### config.mk
export PLATFORM = sky130hd
export DESIGN_NAME = input_event_uart
export DESIGN_NICKNAME = d
export VERILOG_FILES = /design/src/rtl/input_event_pkg.sv /design/src/rtl/uart_tx_byte.sv /design/src/rtl/input_event_uart.sv
export SDC_FILE = /design/constraint.sdc
export NUM_CORES = 1
export LEC_CHECK = 0
export BUFFER_PORTS_ARGS = -buffer_cell sky130_fd_sc_hd__buf_2
export CAP_MARGIN = 20
export CELL_PAD_IN_SITES_DETAIL_PLACEMENT = 1
export CELL_PAD_IN_SITES_GLOBAL_PLACEMENT = 1
export CORE_MARGIN = 2
export CORE_UTILIZATION = 57
export CTS_CLUSTER_SIZE = 30
export DETAILED_ROUTE_END_ITERATION = 7
export GPL_TIMING_DRIVEN = 1
export PLACE_DENSITY = 0.92
export SETUP_SLACK_MARGIN = 0.15
export SLEW_MARGIN = 10
export SYNTH_ARGS = -nofsm -noshare
export SYNTH_HDL_FRONTEND = slang
export SYNTH_SLANG_ARGS = --single-unit
### constraint.sdc
create_clock -name Clk -period 8.5 [get_ports Clk]
set_input_delay 1.275 -clock Clk [delete_from_list [all_inputs] [get_ports Clk]]
set_output_delay 1.275 -clock Clk [all_outputs]
set_load 0.02 [all_outputs]
### src/rtl/input_event_pkg.sv
// input_event_pkg: frame constants, frame FSM states and the frame byte selector.
package input_event_pkg;
    localparam logic [7:0] FRAME_HDR = 8'hA5;
    localparam int FRAME_BYTES = 5;
    localparam int LINE_W = 12;
    localparam int TS_W = 16;
    localparam int ENTRY_W = TS_W + LINE_W;

    typedef enum logic [1:0] {IDLE, LOAD, SEND, WAIT} frame_state_e;

    // Entry layout is {ts, lines}; byte 3 carries the upper four line bits zero-extended.
    function automatic logic [7:0] frame_byte(input logic [ENTRY_W-1:0] e, input logic [2:0] idx);
        return idx == 3'd0 ? FRAME_HDR :
               idx == 3'd1 ? e[ENTRY_W-1:ENTRY_W-8] :
               idx == 3'd2 ? e[ENTRY_W-9:LINE_W] :
               idx == 3'd3 ? {4'h0, e[11:8]} : e[7:0];
    endfunction
endpackage

### src/rtl/uart_tx_byte.sv
// uart_tx_byte: 8N1 serialiser, LSB first, idle high, one-cycle done at the end of the stop bit.
module uart_tx_byte #(
    parameter int CLKS_PER_BIT = 868
) (
    input  logic       Clk,
    input  logic       Reset,
    input  logic       start,
    input  logic [7:0] data,
    output logic       tx,
    output logic       done
);
    localparam int CW = CLKS_PER_BIT > 1 ? $clog2(CLKS_PER_BIT) : 1;

    logic [CW-1:0] cnt_q;
    logic [3:0]    bit_q;
    logic [8:0]    sh_q;
    logic          active_q;
    logic          tx_q;
    logic          done_q;

    // bit_q: 0 = start, 1..8 = data, 9 = stop; sh_q holds the bits still to go out, stop bit on top.
    always_ff @(posedge Clk) begin
        if (Reset) begin
            cnt_q    <= '0;
            bit_q    <= '0;
            sh_q     <= '1;
            active_q <= 1'b0;
            tx_q     <= 1'b1;
            done_q   <= 1'b0;
        end else begin
            done_q <= 1'b0;
            if (!active_q) begin
                if (start) begin
                    active_q <= 1'b1;
                    tx_q     <= 1'b0;
                    sh_q     <= {1'b1, data};
                    cnt_q    <= '0;
                    bit_q    <= '0;
                end
            end else if (cnt_q == CW'(CLKS_PER_BIT - 1)) begin
                cnt_q <= '0;
                if (bit_q == 4'd9) begin
                    active_q <= 1'b0;
                    done_q   <= 1'b1;
                end else begin
                    tx_q  <= sh_q[0];
                    sh_q  <= {1'b1, sh_q[8:1]};
                    bit_q <= bit_q + 1'b1;
                end
            end else begin
                cnt_q <= cnt_q + 1'b1;
            end
        end
    end

    assign tx   = tx_q;
    assign done = done_q;
endmodule

### src/rtl/input_event_uart.sv
// input_event_uart: timestamps changes on In_Lines, queues them and streams 5-byte frames over UART.
module input_event_uart
    import input_event_pkg::*;
#(
    parameter int CLKS_PER_BIT = 868,
    parameter int TICK_DIV     = 100000,
    parameter int FIFO_DEPTH   = 8
) (
    input  logic              Clk,
    input  logic              Reset,
    input  logic [LINE_W-1:0] In_Lines,
    input  logic              TimeStamp,
    output logic              UART_TX,
    output logic              Busy,
    output logic              Overflow
);
    localparam int AW = $clog2(FIFO_DEPTH);
    localparam int PW = TICK_DIV > 1 ? $clog2(TICK_DIV) : 1;

    logic [LINE_W-1:0]  prev_lines_q;
    logic               ts_lvl_q;
    logic [TS_W-1:0]    ts_q;
    logic [PW-1:0]      pre_q;
    logic [ENTRY_W-1:0] mem_q [FIFO_DEPTH];
    logic [AW:0]        wr_q;
    logic [AW:0]        rd_q;
    logic               ovf_q;
    frame_state_e       state_q;
    logic [2:0]         idx_q;
    logic [ENTRY_W-1:0] frame_q;
    logic               start_q;
    logic [7:0]         byte_q;
    logic               ts_clr;
    logic               tick;
    logic [TS_W-1:0]    ts_now;
    logic               push;
    logic               pop;
    logic               empty;
    logic               full;
    logic               wr_ok;
    logic               done;

    // A clear coincident with an event must already show up in the captured entry.
    assign ts_clr = TimeStamp & ~ts_lvl_q;
    assign tick   = pre_q == PW'(TICK_DIV - 1);
    assign ts_now = ts_clr ? '0 : ts_q;
    assign push   = In_Lines != prev_lines_q;
    assign pop    = state_q == LOAD;
    assign empty  = wr_q == rd_q;
    assign full   = (wr_q[AW] != rd_q[AW]) && (wr_q[AW-1:0] == rd_q[AW-1:0]);
    assign wr_ok  = push && (!full || pop);

    always_ff @(posedge Clk) begin
        if (Reset) begin
            prev_lines_q <= In_Lines;
            ts_lvl_q     <= TimeStamp;
            ts_q         <= '0;
            pre_q        <= '0;
        end else begin
            prev_lines_q <= In_Lines;
            ts_lvl_q     <= TimeStamp;
            pre_q        <= (ts_clr || tick) ? '0 : pre_q + 1'b1;
            ts_q         <= ts_clr ? '0 : tick ? ts_q + 1'b1 : ts_q;
        end
    end

    // When full, a simultaneous pop frees the slot being written, so the push still lands.
    always_ff @(posedge Clk) begin
        if (Reset) begin
            wr_q  <= '0;
            rd_q  <= '0;
            ovf_q <= 1'b0;
        end else begin
            if (wr_ok) begin
                mem_q[wr_q[AW-1:0]] <= {ts_now, In_Lines};
                wr_q                <= wr_q + 1'b1;
            end
            if (pop) rd_q <= rd_q + 1'b1;
            if (push && !wr_ok) ovf_q <= 1'b1;
        end
    end

    always_ff @(posedge Clk) begin
        if (Reset) begin
            state_q <= IDLE;
            idx_q   <= '0;
            frame_q <= '0;
            start_q <= 1'b0;
            byte_q  <= '0;
        end else begin
            start_q <= 1'b0;
            case (state_q)
                IDLE: if (!empty) state_q <= LOAD;
                LOAD: begin
                    frame_q <= mem_q[rd_q[AW-1:0]];
                    idx_q   <= '0;
                    state_q <= SEND;
                end
                SEND: begin
                    start_q <= 1'b1;
                    byte_q  <= frame_byte(frame_q, idx_q);
                    state_q <= WAIT;
                end
                WAIT: if (done) begin
                    idx_q   <= idx_q + 1'b1;
                    state_q <= (idx_q + 3'd1 < 3'(FRAME_BYTES)) ? SEND : IDLE;
                end
                default: state_q <= IDLE;
            endcase
        end
    end

    uart_tx_byte #(.CLKS_PER_BIT(CLKS_PER_BIT)) u_tx (
        .Clk   (Clk),
        .Reset (Reset),
        .start (start_q),
        .data  (byte_q),
        .tx    (UART_TX),
        .done  (done)
    );

    assign Busy     = !empty || state_q != IDLE;
    assign Overflow = ovf_q;
endmodule

# Word level (Yosys, flattened, before mapping)
# Memory sizes are Yosys's and may differ from the RTL's. A register that Yosys moved wholly into a read port is not among the register bits.
# Cells that the tools add are included.
[classes]
n_addsub = 7
magnitude_cmp = 1
eq_ne = 17
muxes = 35
n_bitwise = 4
n_reduce_logical = 20
[op_table]
columns = ["cell", "n"]
rows = [
  ["$mux W9", 4],
  ["$mux W8", 4],
  ["$mux W10", 3],
  ["$add A17 B1 Y17 const B", 1],
  ["$eq A17 B17 Y1 const B", 1],
  ["$add A16 B1 Y16 const B", 1],
  ["$mux W16", 1],
  ["$mux W4", 4],
  ["$mux W1", 13],
  ["$add A4 B1 Y4 const B", 3],
  ["$ne A12 B12 Y1", 1],
  ["$add A10 B1 Y10 const B", 1],
  ["$eq A10 B10 Y1 const B", 1],
  ["$pmux W2 S4", 1],
  ["$eq A3 B2 Y1 const B", 2],
  ["$mux W2", 3],
  ["$ne A2 B2 Y1 const B", 3],
  ["$pmux W3 S2", 1],
  ["$reduce_bool A2 Y1", 3],
  ["$eq A2 B2 Y1 const B", 2],
  ["$eq A4 B4 Y1", 1],
  ["$eq A4 B4 Y1 const B", 1],
  ["$reduce_and A2 Y1", 2],
  ["$reduce_or A2 Y1", 2],
  ["17 further kinds", 25],
]
[word_totals]
register_bits = 95
ramBits = 224
in_bits = 15
word_cells = 102
mem_count = 1
[mem_list]
columns = ["memory", "depth", "word_bits", "read_ports", "rd_clocked_by_memory_dff", "wr", "line", "rtl"]
rows = [
  ["mem_q", 8, 28, 1, 1, 1, "input_event_uart.sv:24", "logic [ENTRY_W-1:0] mem_q [FIFO_DEPTH];"],
]

# Longest topological paths before layout
[logic_depth]
ltp_word = 8
ltp_mapped = 9
depth_no_buf = 7

# Hierarchy
# A second synthesis with hierarchy kept.
[hier_totals]
hier_cells = 945
hier_area_um2 = 13870.8
[by_module_without_submodules]
columns = ["mod", "n_inst", "cells_per_inst", "area_each_um2"]
rows = [
  ["input_event_uart", 1, 801, 12600.8],
  ["uart_tx_byte", 1, 144, 1270.0],
]

# Worst setup path before layout
# Ideal clock, no wire load.
[synth_path]
path_type = "input port to flip-flop"
start = "input port In_Lines[6]"
end = "memory mem_q[0][0] (netlist name), enable pin"
arrival_time_ns = 4.521
required_time_ns = 8.017
path_slack_ns = 3.495
stages = 5
n_path_buf = 0
cell_sequence = "xor2_1 nor4_1 nand3_1 o21ai_2 nor4_1"
[synth_between]
elab_chain_cells = 5
[synth_lines]
columns = ["item", "line", "rtl"]
rows = [
  ["start, declared", "input_event_uart.sv:11", "input logic [LINE_W-1:0] In_Lines,"],
  ["$ne A12 B12 Y1", "input_event_uart.sv:47", "assign push = In_Lines != prev_lines_q;"],
  ["$logic_and A1 B1 Y1", "input_event_uart.sv:51", "assign wr_ok = push && (!full || pop);"],
  ["$mux W1", "input_event_uart.sv:74", "if (wr_ok) begin"],
  ["$mux W1", "input_event_uart.sv:69", "if (Reset) begin"],
  ["$mux W1 (not written as such)", "input_event_uart.sv:75", "mem_q[wr_q[AW-1:0]] <= {ts_now, In_Lines};"],
  ["end, declared", "input_event_uart.sv:24", ""],
]
# No other way between the ends.

# Worst setup path in the final report
[layout_path]
start = "register rd_q[2]"
end = "output port Busy"
[layout_between]
elab_chain_cells = 3
[layout_lines]
columns = ["item", "line", "rtl"]
rows = [
  ["start, declared", "input_event_uart.sv:26", "logic [AW:0] rd_q;"],
  ["start signal, assigned", "input_event_uart.sv:78", "if (pop) rd_q <= rd_q + 1'b1;"],
  ["$eq A4 B4 Y1", "input_event_uart.sv:49", "assign empty = wr_q == rd_q;"],
  ["$logic_not A1 Y1", "input_event_uart.sv:122", "assign Busy = !empty || state_q != IDLE;"],
  ["$logic_or A1 B1 Y1", "input_event_uart.sv:122", ""],
  ["end, declared", "input_event_uart.sv:14", "output logic Busy,"],
]
# No other way between the ends.

==> flow_summary.toml <==
[place]
io_buffers = 17
dp_hpwl_mm = 20.66
dp_cells = 1253
place_congestion = 0.7940
placed_cell_area_mm2 = 0.01438

[finish]
synthToLayoutAreaGrowth_pct = 11.13
layout.nets = 994
nFillCells = 2149
multi_input_area_mm2 = 0.004586
layout-drive-gt1-share = 0.1811
final_cells = 1318
fin_area_mm2 = 0.01553
antenna_cells = 0
area.sequential_mm2 = 0.009175

[clock_tree]
clk_latency_ns = 0.53
clkTransAtPathRegs_ns = 0.06
cts-buffers-inserted = 35
clock_path_buffers = 3
ctsResizeCount = 0
root_buffer = "clkbuf_16"
cts_max_level = 2
cts_tree = "done"
post-cts-setup-buffer-count = 0
ctsHoldBuffers = 0
cts.sinks = 346

[floorplanning]
start_util = 0.5782
floorplan.die_area_mm2 = 0.02579
fp.coreArea_mm2 = 0.02418
die_w_um = 160.6
num_rows = 57
ios = 18
die_height_um = 160.6

[route]
ant_nets = 0
via_per_inst = 6.401
vias = 8436
first_iter_violations = 919
wire_per_inst_um = 28.43
finalWirelength_mm = 37.47
drt_first_pass_iters = 5
route.detailed.drc = 0

[global_route]
grt_first_pass_wirelength_mm = 57.41
grt.total_usage = 0.2975
grt_overflow = 0
grt_max_degree = 82
antenna_found_initial = 2
grt_pass1_vias = 8934

[power]
combinationalPowerShare = 0.137
power_density_mw_per_mm2 = 260.3
p_clk_frac = 0.383
power.share.switching = 0.2590
pwr-share-seq = 0.480
internal_power_uw = 2996
p_sw_uw = 1047
peakVddDrop_mv = 0.2375
p_leak_uw = 0.005061

[sta]
max_slew_margin = 0.2127
clock_skew_ns = 0.03371
tns_ns = 0
max_freq_ghz = 0.2472
hold_viol_final = 0
setup_viol = 0
fin_crit_sh = 0.4760
drv_slew = 0
tightest_slew_ns = 1.181
rsz0062_at_grt = "false"
period_minus_slack_ns = 4.046

[worst_setup_path]
ff2ff_setup_slack_ns = 5.56
required_ns = 7.22
crit_path_end = "Busy"
crit_fanout = 32
critPathLaunch = "rd_q[2]"
reg2reg_to = "mem_q[5][23]"
crit_path_start_kind = "register"
cp_data_arrival_time_ns = 2.77
worstRegToRegCells = 5
r2r-start = "rd_q[2]"
crit_path_end_kind = "primary output"
path_class = "reg2out"

[yosys]
synthFlopType = "edfxtp_1"
yosysTopAreaCell = "edfxtp_1"
synth_area_mm2 = 0.01398
synth_top_area_frac = 0.4812
async_reset_ff_frac = 0
ys_seq_area_frac = 0.6559
yosysWarnings = 0
synth.distinct_cells = 63
synth_common_cells = "edfxtp_1, dfxtp_1, nor2_1"
syn_inst = 947
yosys_register_bits = 346
synth_edf_count = 224
yosysMostFrequentCell = "edfxtp_1"
ys_top_cells_by_area = "edfxtp_1, dfxtp_1, mux4_2, mux2i_1, nor2_1"
syn_nets = 974
synth_area_per_cell_um2 = 14.76

[flow_run]
maxCapViolations = 0

[hold_path]
hold_depth = 1
hold_path.class = "reg2reg"

[outcome]
status = "finished, final reports clean"
[cells in the final DEF, fill, tap and decap left out, drive strengths merged, types with 7 or more instances in the layout]
cell / n
dfxtp: 122
ha: 12
and2: 21
buf: 30
a21oi: 25
mux2: 15
xnor2: 16
or3: 11
mux2i: 40
a211oi: 29
nand4: 10
nand3: 22
nor3: 21
inv: 10
nor2b: 12
a31oi: 7
nand2: 36
o21ai: 17
mux4: 56
nand2b: 17
and3: 8
edfxtp: 224
xor2: 26
clkinv: 12
clkbuf: 48
nor2: 86
nor3b: 8
[how the worst min path moves through the flow]
stage,endpoint,slack [ns],startpoint
floorplan,pre_q[0],0.41,pre_q[0]
global placement,pre_q[0],0.42,pre_q[0]
detailed placement,pre_q[0],0.44,pre_q[0]
CTS,pre_q[0],0.44,pre_q[0]
global route,pre_q[0],0.48,pre_q[0]
finish,pre_q[0],0.44,pre_q[0]
[metal layers]
metal | share of wire | wire [um] | vias to the layer above | global-route usage
met5 | 0.00069 | 26 | - | 0
met1 | 0.38 | 14130 | 4316 | 0.3762
met2 | 0.53 | 19700 | 387 | 0.5264
met3 | 0.065 | 2451 | 91 | 0.05398
met4 | 0.031 | 1161 | 4 | 0.08968
li1 | - | - | 3638 | -
[worst max-delay path, cell delays in order (launching register included)]
cell	delay (ns)
dfxtp_2	1.09
xnor2_1	0.21
nand3_1	0.17
or4_1	0.56
buf_2	0.20
[logic make-up after synthesis]
logic type | after synthesis | share of synthesized area
multiplexers | 111 | 0.1310
flip-flops | 346 | 0.6559
AND/OR/NAND/NOR | 280 | 0.1089
XOR/XNOR | 42 | 0.02632
AO/OA/AOI/OAI | 99 | 0.04753
buffers and inverters | 57 | 0.01960
adder cells (fa/ha/maj) | 12 | 0.01074
[state kept, by name, indices dropped and copies added, names as in the netlist]
register and count:
mem_q 224, frame_q 28, pre_q 17, ts_q 16, prev_lines_q 12, u_tx.cnt_q 10
byte_q 8, u_tx.sh_q 8, rd_q 4, u_tx.bit_q 4, wr_q 4, idx_q 3
state_q 2, Overflow 1, start_q 1, ts_lvl_q 1, u_tx.active_q 1, u_tx.done 1
u_tx.tx 1
[cell type report]
type,instances,share of cell area
tap,324,0.02610
clock inverter,16,0.009101
multi-input combinational,544,0.2952
timing repair buffer,30,0.01305
clock buffer,48,0.06355
inverter,10,0.002416
sequential,346,0.5906
[stage by stage]
stage	util	worst slack (ns)	hold slack [ns]	total power (uW)
floorplan	-	3.495	0.4112	2348
global placement	0.5947	5.090	0.4230	2453
detailed placement	0.5947	4.867	0.4357	2498
CTS	0.6414	4.457	0.4407	4049
global route	0.6426	4.377	0.4785	4162
finish	0.6426	4.454	0.4384	4044
[power by group through the flow]
stage / logic, uW / clock network, uW / registers, uW
final: 555 / 1550 / 1940
after global routing: 596 / 1620 / 1950
after CTS: 547 / 1560 / 1940
after detailed placement: 525 / 0 / 1970
after global placement: 490 / 0 / 1960
after floorplan: 411 / 0 / 1940
Note: power is estimated with default switching activity, not from simulation.
